<file path="src/rtl/flexsoc_chan_arb.sv">
// Two-client channel arbiter over one shared host byte-stream FIFO pair.
// RX frames are demuxed by header channel bit; TX frames are granted round-robin per frame.
module flexsoc_chan_arb #(
  parameter int unsigned DW     = 8,
  parameter int unsigned LENW   = 6,
  parameter int unsigned CH_BIT = 7
) (
  input  logic          clk_i,
  input  logic          rst_ni,

  output logic          com_rden_o,
  input  logic          com_rdempty_i,
  input  logic [DW-1:0] com_rddata_i,
  output logic          com_wren_o,
  input  logic          com_wrfull_i,
  output logic [DW-1:0] com_wrdata_o,

  input  logic          c1_rden_i,
  output logic          c1_rdempty_o,
  output logic [DW-1:0] c1_rddata_o,
  input  logic          c1_wrreq_i,
  input  logic          c1_wren_i,
  output logic          c1_wrfull_o,
  input  logic [DW-1:0] c1_wrdata_i,

  input  logic          c2_rden_i,
  output logic          c2_rdempty_o,
  output logic [DW-1:0] c2_rddata_o,
  input  logic          c2_wrreq_i,
  input  logic          c2_wren_i,
  output logic          c2_wrfull_o,
  input  logic [DW-1:0] c2_wrdata_i
);

  typedef logic [LENW:0]   rcnt_t;
  typedef logic [LENW-1:0] tcnt_t;

  typedef enum logic {RIdle, RRoute} rx_state_e;
  typedef enum logic [1:0] {TIdle, THdr, TData} tx_state_e;

  rx_state_e rx_state_q, rx_state_d;
  logic      ch_q, ch_d;
  rcnt_t     rcnt_q, rcnt_d;

  tx_state_e tx_state_q, tx_state_d;
  logic      g_q, g_d;
  logic      rr_q, rr_d;
  tcnt_t     tcnt_q, tcnt_d;

  logic          g_wren;
  logic [DW-1:0] g_wrdata;
  logic          unused_rddata;

  assign c1_rddata_o   = com_rddata_i;
  assign c2_rddata_o   = com_rddata_i;
  assign unused_rddata = ^com_rddata_i;

  always_comb begin
    rx_state_d   = rx_state_q;
    ch_d         = ch_q;
    rcnt_d       = rcnt_q;
    com_rden_o   = 1'b0;
    c1_rdempty_o = 1'b1;
    c2_rdempty_o = 1'b1;
    case (rx_state_q)
      RIdle: begin
        // Header is only peeked here; the selected client pops it itself.
        if (!com_rdempty_i) begin
          ch_d       = com_rddata_i[CH_BIT];
          rcnt_d     = rcnt_t'(com_rddata_i[LENW-1:0]) + rcnt_t'(1);
          rx_state_d = RRoute;
        end
      end
      RRoute: begin
        if (ch_q) begin
          c2_rdempty_o = com_rdempty_i;
          com_rden_o   = c2_rden_i & ~com_rdempty_i;
        end else begin
          c1_rdempty_o = com_rdempty_i;
          com_rden_o   = c1_rden_i & ~com_rdempty_i;
        end
        if (com_rden_o) begin
          rcnt_d = rcnt_q - rcnt_t'(1);
          if (rcnt_q == rcnt_t'(1)) rx_state_d = RIdle;
        end
      end
      default: rx_state_d = RIdle;
    endcase
  end

  assign g_wren   = g_q ? c2_wren_i : c1_wren_i;
  assign g_wrdata = g_q ? c2_wrdata_i : c1_wrdata_i;

  always_comb begin
    tx_state_d   = tx_state_q;
    g_d          = g_q;
    rr_d         = rr_q;
    tcnt_d       = tcnt_q;
    com_wren_o   = 1'b0;
    com_wrdata_o = '0;
    c1_wrfull_o  = 1'b1;
    c2_wrfull_o  = 1'b1;
    case (tx_state_q)
      TIdle: begin
        if (c1_wrreq_i || c2_wrreq_i) begin
          g_d        = (c1_wrreq_i && c2_wrreq_i) ? rr_q : c2_wrreq_i;
          tx_state_d = THdr;
        end
      end
      THdr, TData: begin
        if (g_q) c2_wrfull_o = com_wrfull_i;
        else     c1_wrfull_o = com_wrfull_i;
        com_wren_o   = g_wren & ~com_wrfull_i;
        com_wrdata_o = g_wrdata;
        if (com_wren_o) begin
          if (tx_state_q == THdr) begin
            tcnt_d = g_wrdata[LENW-1:0];
            if (g_wrdata[LENW-1:0] == '0) begin
              tx_state_d = TIdle;
              rr_d       = ~g_q;
            end else begin
              tx_state_d = TData;
            end
          end else begin
            tcnt_d = tcnt_q - tcnt_t'(1);
            if (tcnt_q == tcnt_t'(1)) begin
              tx_state_d = TIdle;
              rr_d       = ~g_q;
            end
          end
        end
      end
      default: tx_state_d = TIdle;
    endcase
  end

  always_ff @(posedge clk_i or negedge rst_ni) begin
    if (!rst_ni) begin
      rx_state_q <= RIdle;
      ch_q       <= 1'b0;
      rcnt_q     <= '0;
      tx_state_q <= TIdle;
      g_q        <= 1'b0;
      rr_q       <= 1'b0;
      tcnt_q     <= '0;
    end else begin
      rx_state_q <= rx_state_d;
      ch_q       <= ch_d;
      rcnt_q     <= rcnt_d;
      tx_state_q <= tx_state_d;
      g_q        <= g_d;
      rr_q       <= rr_d;
      tcnt_q     <= tcnt_d;
    end
  end

endmodule

</file>
<file path="config.mk">
export PLATFORM = sky130hd
export DESIGN_NAME = flexsoc_chan_arb
export DESIGN_NICKNAME = d
export VERILOG_FILES = /design/src/rtl/flexsoc_chan_arb.sv
export SDC_FILE = /design/constraint.sdc
export NUM_CORES = 1
export LEC_CHECK = 0
export ABC_AREA = 1
export CORE_MARGIN = 2
export CORE_UTILIZATION = 43
export DETAILED_ROUTE_END_ITERATION = 10
export GPL_ROUTABILITY_DRIVEN = 0
export GPL_TIMING_DRIVEN = 0
export HOLD_SLACK_MARGIN = 0.15
export PLACE_DENSITY_LB_ADDON = 0.1
export SETUP_SLACK_MARGIN = 0.15
export SYNTH_ARGS = -nofsm -noshare
export SYNTH_HDL_FRONTEND = slang
export SYNTH_SLANG_ARGS = --single-unit
</file>
<file path="constraint.sdc">
create_clock -name clk_i -period 1.6 [get_ports clk_i]
set_input_delay 0.16 -clock clk_i [delete_from_list [all_inputs] [get_ports clk_i]]
set_output_delay 0.16 -clock clk_i [all_outputs]
set_load 0.01 [all_outputs]
</file>
==> run metrics <==
Syn Area/Cell 7.001 um^2; Worst Setup Start Kind flip-flop; Tmin final 1.508 ns; r2r startpoint tx_state_q[1]$_DFFE_PN0P_; Final Hold Fails 0; Final HPWL DP 2880 um; CP Cell Sequence inv_2 > ha_4 > buf_4 > nand3_4 > clkinv_4 > buf_6; post-route ant nets 0; Yosys warnings 0; I/O pins 64; Mapped Cells 242; setup_tns 0 ns; first-pass GRT wire length 6541 um; Critical R2R Capture rr_q$_DFFE_PN0P_; Worst R2R Path Depth 9; Seq cells post-synth 19; CTS root buf clkbuf_8; Die W 66.77 um; CTS H-tree lvls 1; initial antenna violation count 0; slew margin rel. 43.54%; dpl cell area 2375 um^2; RSZ-0062 raised after global routing yes; Slew Viols, Final 0; Final Instance Area 2589 um^2; Cell variety after synth 31; Worst setup EP type output pin; clock skew 0.003263 ns; CP peak stage delay 0.40 ns; number of max-cap violations 0; Clk Latency, worst-skew pair 0.25 ns; # setup viols final 0; register area share after synthesis 28.06%; clk buf depth 2; peak supply drop 0.8834 mV; Initial Util 45.59%; status completed; largest net degree at the start of global routing 20; core outline area 3716 um^2; multi-input logic area 999.7 um^2; Pwr Density 1520 nW/um^2; worst setup path class flip-flop to output pin; Req. time, crit path 1.44 ns; fillers 327; I/O Buffers 62; die footprint 4458 um^2; Nets 368; drt first pass iters 4; ant diodes 0; DRC violations left 0; DP Worst Slack -0.3591 ns; DR vias/cell 4.786; Synth Cell Area 1694 um^2; Routed WL 4035 um; cell taking the most area after synthesis dfrtp_1; Final period util 94.24%; FF/Latch Area 475.5 um^2; Slew @ Worst Pin 0.8442 ns; ranking of synthesized cells by area dfrtp_1 (28%), nand2_1 (11%), buf_4 (7.5%); WP data arrival 1.35 ns; P_leak 1.255 nW; vias in the first global route 1603; syn nets 284; Hold Path Class primary input to async pin; Worst path slowest cell dfrtp_1; # clock sinks 19; CTS tree done; Num CTS Buffers 3; CP max FO 5; hold buffers post-CTS 0; layout cells sized above 1 30.15%; Site Rows 22; final setup margin 0.09214 ns; die height 66.77 um; clock-pin slew on the worst setup and hold paths 0.08 ns; Total Routing Usage GR 18.73%; Synth top area share 28.06%; via count 1785; grt total ovfl 0; R2R Setup Slk 0.10 ns; wire length per cell 10.82 um; Highest Clock Rate 663.2 MHz; area delta synth->final 52.81%; Initial DRC Count 69
-- registers in the layout (all words and copies together), names as in the netlist --
name	cells
rr_q	1
ch_q	1
rcnt_q	7
tx_state_q	2
g_q	1
rx_state_q	1
tcnt_q	6
-- repair_timing --
item                       in CTS  in global routing
buffers inserted               14                  3
pin swaps                       2                  5
setup endpoints to repair      34                 21
resized for setup              67                 24
-- layer usage --
layer	track usage (%)	vias up	wire length (um)
li1	-	932	-
met3	3.716	2	240
met2	34.13	61	2019
met1	22.36	790	1747
met4	4.592	0	27
met5	0	-	0
-- worst max-delay path, delay by kind of cell, from the launching register on --
| kind | cells | cell delay (ns) |
|---|---|---|
| flip-flops | 1 | 0.40 |
| adder cells (fa/ha/maj) | 1 | 0.21 |
| buffers and inverters | 4 | 0.39 |
| AND/OR/NAND/NOR | 1 | 0.08 |
-- area by class of cell --
cell class | instances | area share (%)
multi-input combinational | 168 | 38.62
timing repair buffer | 79 | 26.78
sequential | 19 | 18.37
buffer | 21 | 6.573
inverter | 34 | 5.607
tap | 48 | 2.320
clock buffer | 4 | 1.740
-- synth_stat cells, drive strengths merged --
cell type / n
nand2: 62
inv: 33
o21ai: 27
nand3: 22
buf: 21
nor2: 21
dfrtp: 19
a21oi: 15
ha: 8
nand4: 2
nor3: 2
o211ai: 2
o31ai: 2
xor2: 2
clkinv: 1
mux2: 1
o21bai: 1
o22ai: 1
-- through the flow --
step                      std cells  hold WS, ns  power, mW  utilization [%]
after floorplan                 242      -0.1356      2.399                -
after global placement          352       0.4678      3.088            63.91
after detailed placement        352       0.4730      3.125            63.91
after CTS                       370       0.4359      3.659            67.17
after global routing            373       0.4751      4.298            69.66
final                           373       0.3854      3.936            69.66
-- power breakdown --
group	switching, mW	internal [mW]	leakage, nW
registers	0.156	0.701	0.230
clock network	0.163	0.177	0.0228
logic	1.51	1.23	1.00
total	1.83	2.10	1.26
-- cells by family after synthesis --
group / after synthesis / share of synthesized area, %
compound gates: 48 / 16.10
xor+xnor: 2 / 1.034
fa+ha+maj: 8 / 5.909
buf+inv: 55 / 17.28
flops: 19 / 28.07
mux: 1 / 0.6646
simple gates: 109 / 30.95
-- cells in the final DEF, fill, tap and decap left out, types with 6 or more instances in the layout --
master / instances
buf_6: 6
buf_2: 11
nand2_1: 50
ha_1: 6
inv_2: 9
clkdlybuf4s50_1: 40
nand2_2: 9
dlygate4sd2_1: 10
o21ai_0: 7
a21oi_2: 6
a21oi_1: 7
buf_4: 31
o21ai_1: 16
dfrtp_1: 19
nand3_1: 18
inv_1: 23
nor2_1: 18
-- worst max path at each step --
stage,startpoint,to,cells after the start
floorplan,tx_state_q[0]$_DFFE_PN0P_,tcnt_q[3]$_DFFE_PN0P_,6
global placement,tx_state_q[0]$_DFFE_PN0P_,com_wrdata_o[3],5
detailed placement,tx_state_q[0]$_DFFE_PN0P_,com_wrdata_o[4],5
CTS,g_q$_DFFE_PN0P_,com_wrdata_o[2],7
global route,tx_state_q[1]$_DFFE_PN0P_,com_wrdata_o[7],6
finish,tx_state_q[1]$_DFFE_PN0P_,com_wren_o,6
No activity file was read; power rests on OpenSTA's default activity.
